[src/rtl/stopwatch_timebase_pkg.sv]
// Shared constants, helpers and types for the stopwatch time base.
// Rate divisors assume the 25 MHz board clock.
package stopwatch_timebase_pkg;

    localparam int unsigned CLK_HZ        = 25_000_000;
    // Divisor D gives a half-period of D+1 input cycles.
    localparam int unsigned DIV_HALF_10MS = CLK_HZ / 100 - 1;
    localparam int unsigned DIV_HALF_1S   = CLK_HZ - 1;

    localparam int unsigned DIV_W   = $clog2(DIV_HALF_1S + 1);
    localparam int unsigned DEF_DIV = DIV_HALF_10MS;
    localparam int unsigned MAX_CH  = 8;

    function automatic int unsigned sel_width(input int unsigned n);
        return (n > 1) ? $clog2(n) : 1;
    endfunction

    typedef enum logic [1:0] {
        ChClear,
        ChHold,
        ChRun
    } ch_mode_e;

endpackage

[src/rtl/stopwatch_timebase_if.sv]
// Control and output bundle of the stopwatch time base.
interface stopwatch_timebase_if #(
    parameter int unsigned N_CH  = 2,
    parameter int unsigned DIV_W = stopwatch_timebase_pkg::DIV_W,
    parameter int unsigned SEL_W = stopwatch_timebase_pkg::sel_width(N_CH)
);
    import stopwatch_timebase_pkg::*;

    logic             start_stop;
    logic [N_CH-1:0]  ch_en;
    logic             sync_clr;
    logic             div_load;
    logic [SEL_W-1:0] div_sel;
    logic [DIV_W-1:0] div_val;
    logic [N_CH-1:0]  out_clk;
    logic [N_CH-1:0]  tick;

    modport master (
        output start_stop, ch_en, sync_clr, div_load, div_sel, div_val,
        input  out_clk, tick
    );

    modport slave (
        input  start_stop, ch_en, sync_clr, div_load, div_sel, div_val,
        output out_clk, tick
    );

endinterface

[src/rtl/stopwatch_timebase_ch.sv]
// One divider channel: counter, active and pending divisor, square wave and tick.
module stopwatch_timebase_ch #(
    parameter int unsigned      DIV_W   = stopwatch_timebase_pkg::DIV_W,
    parameter logic [DIV_W-1:0] DEF_DIV = '0
) (
    input  logic             clk,
    input  logic             rst,
    input  logic             run_i,
    input  logic             en_i,
    input  logic             clr_i,
    input  logic             load_i,
    input  logic [DIV_W-1:0] val_i,
    output logic             out_clk_o,
    output logic             tick_o
);
    import stopwatch_timebase_pkg::*;

    logic [DIV_W-1:0] cnt_q, cnt_d;
    logic [DIV_W-1:0] act_q, act_d;
    logic [DIV_W-1:0] pend_q, pend_d;
    logic             out_q, out_d;
    logic             tick_q, tick_d;
    ch_mode_e         mode;

    always_comb begin
        mode = ChRun;
        if (clr_i || !en_i) begin
            mode = ChClear;
        end else if (!run_i) begin
            mode = ChHold;
        end
    end

    always_comb begin
        cnt_d  = cnt_q;
        act_d  = act_q;
        out_d  = out_q;
        tick_d = 1'b0;
        // A load coinciding with a wrap or clear lands straight in act.
        pend_d = load_i ? val_i : pend_q;
        unique case (mode)
            ChClear: begin
                cnt_d = '0;
                out_d = 1'b0;
                act_d = pend_d;
            end
            ChHold: ;
            ChRun: begin
                if (cnt_q == act_q) begin
                    cnt_d  = '0;
                    out_d  = ~out_q;
                    tick_d = 1'b1;
                    act_d  = pend_d;
                end else begin
                    cnt_d = cnt_q + DIV_W'(1);
                end
            end
            default: ;
        endcase
    end

    always_ff @(posedge clk or negedge rst) begin
        if (!rst) begin
            cnt_q  <= '0;
            act_q  <= DEF_DIV;
            pend_q <= DEF_DIV;
            out_q  <= 1'b0;
            tick_q <= 1'b0;
        end else begin
            cnt_q  <= cnt_d;
            act_q  <= act_d;
            pend_q <= pend_d;
            out_q  <= out_d;
            tick_q <= tick_d;
        end
    end

    assign out_clk_o = out_q;
    assign tick_o    = tick_q;

endmodule

[src/rtl/stopwatch_timebase.sv]
// Multi-channel stopwatch time base: per-channel square wave and tick with
// run-time reprogrammable divisors, shared run/pause and synchronous restart.
module stopwatch_timebase #(
    parameter int unsigned N_CH    = 2,
    parameter int unsigned DIV_W   = stopwatch_timebase_pkg::DIV_W,
    parameter int unsigned DEF_DIV = stopwatch_timebase_pkg::DEF_DIV
) (
    input logic                 clk,
    input logic                 rst,
    stopwatch_timebase_if.slave bus
);
    import stopwatch_timebase_pkg::*;

    if (N_CH < 1 || N_CH > MAX_CH || 64'(DEF_DIV) >= (64'd1 << DIV_W)) begin : g_bad_cfg
        $error("stopwatch_timebase: N_CH or DEF_DIV out of range");
    end

    logic [N_CH-1:0] load;
    logic [N_CH-1:0] out_clk;
    logic [N_CH-1:0] tick;

    for (genvar g = 0; g < N_CH; g++) begin : g_ch
        // Selects at or above N_CH match no channel and are dropped.
        assign load[g] = bus.div_load && (32'(bus.div_sel) == g);

        stopwatch_timebase_ch #(
            .DIV_W  (DIV_W),
            .DEF_DIV(DIV_W'(DEF_DIV))
        ) u_ch (
            .clk      (clk),
            .rst      (rst),
            .run_i    (bus.start_stop),
            .en_i     (bus.ch_en[g]),
            .clr_i    (bus.sync_clr),
            .load_i   (load[g]),
            .val_i    (bus.div_val),
            .out_clk_o(out_clk[g]),
            .tick_o   (tick[g])
        );
    end

    assign bus.out_clk = out_clk;
    assign bus.tick    = tick;

endmodule

[src/flat_wrapper.sv]
// flat-port wrapper written by rule: the top's interface ports become plain ports
module stopwatch_timebase_flat import stopwatch_timebase_pkg::*;
#(
    parameter int unsigned N_CH    = 2,
    parameter int unsigned DIV_W   = stopwatch_timebase_pkg::DIV_W,
    parameter int unsigned DEF_DIV = stopwatch_timebase_pkg::DEF_DIV
)
  (clk, rst, bus_start_stop, bus_ch_en, bus_sync_clr, bus_div_load, bus_div_sel, bus_div_val, bus_out_clk, bus_tick);
  stopwatch_timebase_if #(.N_CH(N_CH), .DIV_W(DIV_W)) bus_i ();
  input logic clk;
  input logic rst;
  input wire logic [$bits(bus_i.start_stop)-1:0] bus_start_stop;
  input wire logic [$bits(bus_i.ch_en)-1:0] bus_ch_en;
  input wire logic [$bits(bus_i.sync_clr)-1:0] bus_sync_clr;
  input wire logic [$bits(bus_i.div_load)-1:0] bus_div_load;
  input wire logic [$bits(bus_i.div_sel)-1:0] bus_div_sel;
  input wire logic [$bits(bus_i.div_val)-1:0] bus_div_val;
  output wire logic [$bits(bus_i.out_clk)-1:0] bus_out_clk;
  output wire logic [$bits(bus_i.tick)-1:0] bus_tick;
  assign bus_i.start_stop = bus_start_stop;
  assign bus_i.ch_en = bus_ch_en;
  assign bus_i.sync_clr = bus_sync_clr;
  assign bus_i.div_load = bus_div_load;
  assign bus_i.div_sel = bus_div_sel;
  assign bus_i.div_val = bus_div_val;
  assign bus_out_clk = bus_i.out_clk;
  assign bus_tick = bus_i.tick;
  stopwatch_timebase #(.N_CH(N_CH), .DIV_W(DIV_W), .DEF_DIV(DEF_DIV)) u_core (.clk(clk), .rst(rst), .bus(bus_i));
endmodule
[config.mk]
export PLATFORM = sky130hd
export DESIGN_NAME = stopwatch_timebase_flat
export DESIGN_NICKNAME = d
export VERILOG_FILES = /design/src/rtl/stopwatch_timebase_pkg.sv /design/src/rtl/stopwatch_timebase_if.sv /design/src/rtl/stopwatch_timebase_ch.sv /design/src/rtl/stopwatch_timebase.sv /design/src/flat_wrapper.sv
export SDC_FILE = /design/constraint.sdc
export NUM_CORES = 1
export LEC_CHECK = 0
export BUFFER_PORTS_ARGS = -buffer_cell sky130_fd_sc_hd__buf_2
export CORE_ASPECT_RATIO = 1.1
export CORE_UTILIZATION = 50
export DETAILED_ROUTE_END_ITERATION = 6
export PLACE_DENSITY = 0.67
export SYNTH_ARGS = -nofsm -noshare
export SYNTH_HDL_FRONTEND = slang
export SYNTH_SLANG_ARGS = --single-unit
[constraint.sdc]
create_clock -name clk -period 4.6 [get_ports clk]
set_input_delay 0.92 -clock clk [delete_from_list [all_inputs] [get_ports clk]]
set_output_delay 0.92 -clock clk [all_outputs]
set_load 0.005 [all_outputs]
Word level (Yosys, flattened, before mapping)
Cells that the tools add are included.
Word-level totals
  bits in registers: 154
  input bits: 33
  output and inout bits: 4
  word-level logic and storage cells: 54
Operators by class
  add/subtract/negate cells: 2
  equality and inequality tests: 6
  multiplexer cells: 21
  bitwise gates (word level): 3
  reduce and logical (&&, ||, !) cells: 12
Operators with widths (count)
  one-hot mux 25 bit (2 select lines): 4
  two-way mux 25 bit: 6
  adder 25 x 1 -> 25 bit, second input constant: 2
  == test 25 bit: 2
  two-way mux 1 bit: 6
  two-way mux 2 bit: 3
  == test 2 bit, second input constant: 2
  logical NOT 2 bit: 2
  inequality test 2 bit, second input constant: 2
  one-hot mux 1 bit (2 select lines): 2
  AND reduction 2 bit: 2
  nonzero test 2 bit: 2
  inverter 1 bit: 3
  logical AND 1 bit: 2
  logical NOT 1 bit: 2
  logical OR 1 bit: 2

Longest topological paths before layout
  depth in word-level cells: 6
  mapped depth: 8
  gate-level depth less buffers: 7

By module
From an unflattened synthesis, not the netlist that was laid out.
Second synthesis, totals
  cell total of the unflattened synthesis: 620
  area, all modules: 7518.5 um^2
By module, submodules not included
  stopwatch_timebase_ch: times used 2, cells each 309, area an instance 3751.1 um^2, seq. area each 1951.9 um^2
  stopwatch_timebase: times used 1, cells each 2, area an instance 16.3 um^2, seq. area each 0.0 um^2

Worst setup path before layout
OpenSTA, ideal clock, no wires.
  path type: input-to-reg
  from: in bus_start_stop
  to: reg u_core.g_ch[0].u_ch.cnt_q[10]
  library setup time: 0.069 ns
  arrival time: 2.292 ns
  required time: 4.531 ns
  slack: 2.239 ns
  cell stages on the path: 6
  cells stage by stage: clkbuf_1 > inv_1 > a211oi_1 > buf_2 > nand3b_1 > nand3_1
Between the ends
  cells in the longest elaborated chain, start to end: 4
RTL lines
  start: declaration: RTL line flat_wrapper.sv:12  | input wire logic [$bits(bus_i.start_stop)-1:0] bus_start_stop;
  two-way mux 2 bit (*): RTL line stopwatch_timebase_ch.sv:29  | end else if (!run_i) begin
  two-way mux 2 bit (*): RTL line stopwatch_timebase_ch.sv:27  | if (clr_i || !en_i) begin
  == test 2 bit / logical NOT 2 bit (equally long branches): RTL line stopwatch_timebase_ch.sv:41  | unique case (mode)
  one-hot mux 25 bit (2 select lines) / nonzero test 2 bit (equally long branches)
  end signal: assignment: RTL line stopwatch_timebase_ch.sv:70  | cnt_q <= cnt_d;
  end: declaration: RTL line stopwatch_timebase_ch.sv:18  | logic [DIV_W-1:0] cnt_q, cnt_d;
Every way passes the cells marked *; elsewhere a longest branch is shown, timed or not.
A chain may end at the register's enable or synchronous reset.

Worst setup path after layout
  from: reg u_core.g_ch[0].u_ch.act_q[2]
  to: reg u_core.g_ch[0].u_ch.act_q[20]
Between the ends
  cells in the longest elaborated chain, start to end: 3
RTL lines
  start: declaration: RTL line stopwatch_timebase_ch.sv:19  | logic [DIV_W-1:0] act_q, act_d;
  start signal: assignment: RTL line stopwatch_timebase_ch.sv:71  | act_q <= act_d;
  == test 25 bit: RTL line stopwatch_timebase_ch.sv:49  | if (cnt_q == act_q) begin
  inequality test 2 bit (no source line)
  AND reduction 2 bit (no source line)
Every way passes these cells.

==> impl_metrics.toml <==
[synth]
synth_edf_count = 0
asyncSetResetFlopFracSynth_pct = 100
area_share_of_the_largest_cell_type_after_synthesis_pct = 39.0
synth_area_um2 = 7310
syn-instance-count = 631
yosysSeqAreaShare_pct = 53.4
synth-warning-count = 0
ys.flop_type = "sky130_fd_sc_hd__dfrtp_1"
number_of_different_library_cells_in_the_post_synthesis_netlist = 48
synth-seq-cells = 154
syn_avg_cell_area_um2 = 11.6
post-synth-top-area-cell = "sky130_fd_sc_hd__dfrtp_1"
synthMostInstantiatedCell = "sky130_fd_sc_hd__dfrtp_1"
net_count_after_synthesis = 666
synth_top_cells_by_count = "sky130_fd_sc_hd__dfrtp_1, sky130_fd_sc_hd__mux2_2, sky130_fd_sc_hd__nand2_1"
synth_top_cells_by_area = "sky130_fd_sc_hd__dfrtp_1, sky130_fd_sc_hd__mux2_2, sky130_fd_sc_hd__dfstp_2, sky130_fd_sc_hd__xnor2_1, sky130_fd_sc_hd__nand2_1"

[route]
route.top_layer_used = "met4"
finalWirelength_um = 15900
avgViaCountPerCell = 5.70
ant_nets = 0
post_drt_wl_per_cell_um = 18.4
met2_length_um = 7880
drcViolationCount = 0
drt_iter0_markers = 350
met3_length_um = 614
vias = 4916
dr.pass1.iters = 5
routed_length_on_met1_um = 6990

[cells_and_area]
filler_cell_count = 1138
num-nets-final = 697
sequential_cell_area_um2 = 3900
final_layout_size_suffix_gt1_share_pct = 33.3
layout-area-overhead-vs-synth_pct = 13.4
multi_input_comb_area_um2 = 3220
n_antenna_cell = 0
instances_no_fill = 863

[power_and_ir_drop]
p_leak_nw = 3.32
power.share.switching_pct = 22.6
internal-power_mw = 2.74
power.share.clock_pct = 43.7
max-vdd-ir-drop_v = 0.000265
p_seq_share_pct = 45.9
switching_power_mw = 0.801
power_density_nw_per_um2 = 427
design_power_total_mw = 3.54
combPwrFrac_pct = 10.4

[clocking]
max-clock-path-buffers = 2
tritoncts.num_buffers = 17
clk_pin_slew_ns = 0.06
postCtsSetupBuffers = 0
htree_levels = 4
root_buffer = "sky130_fd_sc_hd__clkbuf_16"
cts_hold_repair.buffers = 0
cts-resized-gates = 0
clock_tree_from_tritoncts = "built"
numClockSinks = 154
worstSkewPairLatency_ns = 0.43

[worst_setup_path]
timing.critical_path.cells = "xnor2_1 -> nand4_1 -> nor4_1 -> nand2_1 -> o21ai_2 -> buf_4 -> mux2_2"
worst-endpoint-required_ns = 4.91
worst-r2r-setup-slack_ns = 1.67
arrival_ns = 3.24
crit_path_end_kind = "flip-flop"
cp-start-kind = "flip-flop"
crit_path_max_fanout = 22
crit_type = "reg2reg"
slowest_cell_on_the_critical_path = "sky130_fd_sc_hd__dfstp_2"
max_stage_delay_ns = 0.54

[global_routing]
grt.overflow.total = 0
grt_max_degree = 108
track_usage_pct = 23.5
grt_pass1_vias = 4972
global_route_wire_length_before_repair_um = 26200
antenna_violations_before_repair = 0

[sta]
timing.fmax_mhz = 342
grt_setup_unrepaired = "no"
report.final.hold_viol_count = 0
tightest_slew_ns = 1.13
finish_stage_setup_viols = 0
maxSlewViolCount = 0
setup_tns_ns = 0
max_slew_margin_pct = 24.6
fin_crit_sh_pct = 63.6
finalCriticalPeriod_ns = 2.93
finClkSkew_ns = 0.00421

[floorplan]
starting_density_pct = 52.1
die_width_um = 117
floorplan.die_area_um2 = 15100
floorplan.io_pins = 37
core_um2 = 14000
core.rowCount = 45
die_height_um = 129

[worst_hold_path]
holdCritPathClass = "reg2reg"

[placed_design]
io_buffer_count = 36
dp.cells = 831
place_hpwl_um = 11300
gpl.final_weighted_congestion = 0.861

[status]
status = "complete, no violations"

[flow_run]
max_cap_violations = 0
cells in the final DEF (no fill, tap or decap), types with 7 or more instances in the layout:
master,synthesis,layout
sky130_fd_sc_hd__and3_1,11,11
sky130_fd_sc_hd__buf_2,7,35
sky130_fd_sc_hd__buf_4,6,8
sky130_fd_sc_hd__clkbuf_16,0,17
sky130_fd_sc_hd__dfrtp_1,114,114
sky130_fd_sc_hd__dfstp_2,40,40
sky130_fd_sc_hd__inv_1,7,7
sky130_fd_sc_hd__mux2_2,99,99
sky130_fd_sc_hd__nand2_1,66,66
sky130_fd_sc_hd__nand3_1,48,48
sky130_fd_sc_hd__nand4_1,22,22
sky130_fd_sc_hd__nor2_1,22,22
sky130_fd_sc_hd__nor3_1,13,13
sky130_fd_sc_hd__o211ai_1,8,8
sky130_fd_sc_hd__o21ai_0,12,12
sky130_fd_sc_hd__xnor2_1,52,52
through the flow:
step	instance area (um^2)	hold WS [ns]	worst slack, ns	utilization [%]
final	8290	0.493	1.67	59.1
after floorplan	7310	0.466	2.24	-
after CTS	8290	0.497	1.70	59.1
after global placement	7630	0.477	1.81	54.4
after global routing	8290	0.505	1.35	59.1
after detailed placement	7630	0.483	1.73	54.4
registers in the layout, summed over array words and instances (netlist names):
signal                      count
u_core.g_ch.u_ch.out_clk_o      2
u_core.g_ch.u_ch.cnt_q         50
u_core.g_ch.u_ch.pend_q        50
u_core.g_ch.u_ch.tick_o         2
u_core.g_ch.u_ch.act_q         50
cell type report:
type,count,share of cell area [%]
sequential,154,47.1
clock buffer,21,5.68
tap,188,2.84
inverter,7,0.317
multi-input combinational,438,38.8
clock inverter,11,2.31
timing repair buffer,44,2.97
final timing paths:
| path | startpoint | endpoint | cells past startpoint |
|---|---|---|---|
| max | u_core.g_ch[0].u_ch.act_q[2]$_DFFE_PN1P_ | u_core.g_ch[0].u_ch.act_q[20]$_DFFE_PN0P_ | 7 |
| min | u_core.g_ch[0].u_ch.pend_q[9]$_DFF_PN0_ | u_core.g_ch[0].u_ch.pend_q[9]$_DFF_PN0_ | 1 |
| max reg2reg | u_core.g_ch[0].u_ch.act_q[2]$_DFFE_PN1P_ | u_core.g_ch[0].u_ch.act_q[20]$_DFFE_PN0P_ | 7 |
| min reg2reg | u_core.g_ch[0].u_ch.pend_q[9]$_DFF_PN0_ | u_core.g_ch[0].u_ch.pend_q[9]$_DFF_PN0_ | 1 |
| max in group asynchronous | rst | u_core.g_ch[0].u_ch.pend_q[1]$_DFF_PN1_ | 2 |
| min in group asynchronous | rst | u_core.g_ch[1].u_ch.cnt_q[19]$_DFFE_PN0P_ | 1 |
power by group through the flow:
| stage | logic (mW) | clock network [mW] | registers (mW) |
|---|---|---|---|
| floorplan | 0.266 | 0 | 1.62 |
| global placement | 0.362 | 0 | 1.64 |
| detailed placement | 0.372 | 0 | 1.65 |
| CTS | 0.376 | 1.57 | 1.63 |
| global route | 0.406 | 1.63 | 1.64 |
| finish | 0.370 | 1.55 | 1.62 |
worst max-delay path, delay by kind of cell (launching register included):
kind | cells | cell delay [ns]
buffers and inverters | 1 | 0.38
multiplexers | 1 | 0.38
AND/OR/NAND/NOR | 3 | 0.88
flip-flops | 1 | 0.54
AO/OA/AOI/OAI | 1 | 0.50
XOR/XNOR | 1 | 0.11
per-layer routing:
layer / global-route usage, % / up-vias
li1: - / 2305
met1: 30.6 / 2484
met2: 37.7 / 102
met3: 5.23 / 25
met4: 9.61 / 0
met5: 0 / -
cells by family after synthesis:
logic type	count (synthesis)	share of synthesized area (%)
xor+xnor	57	6.83
simple gates	214	14.8
mux	103	15.8
buf+inv	39	2.69
fa+ha+maj	2	0.342
flops	154	53.4
compound gates	62	6.11
Power figures use the tool's default switching activity.
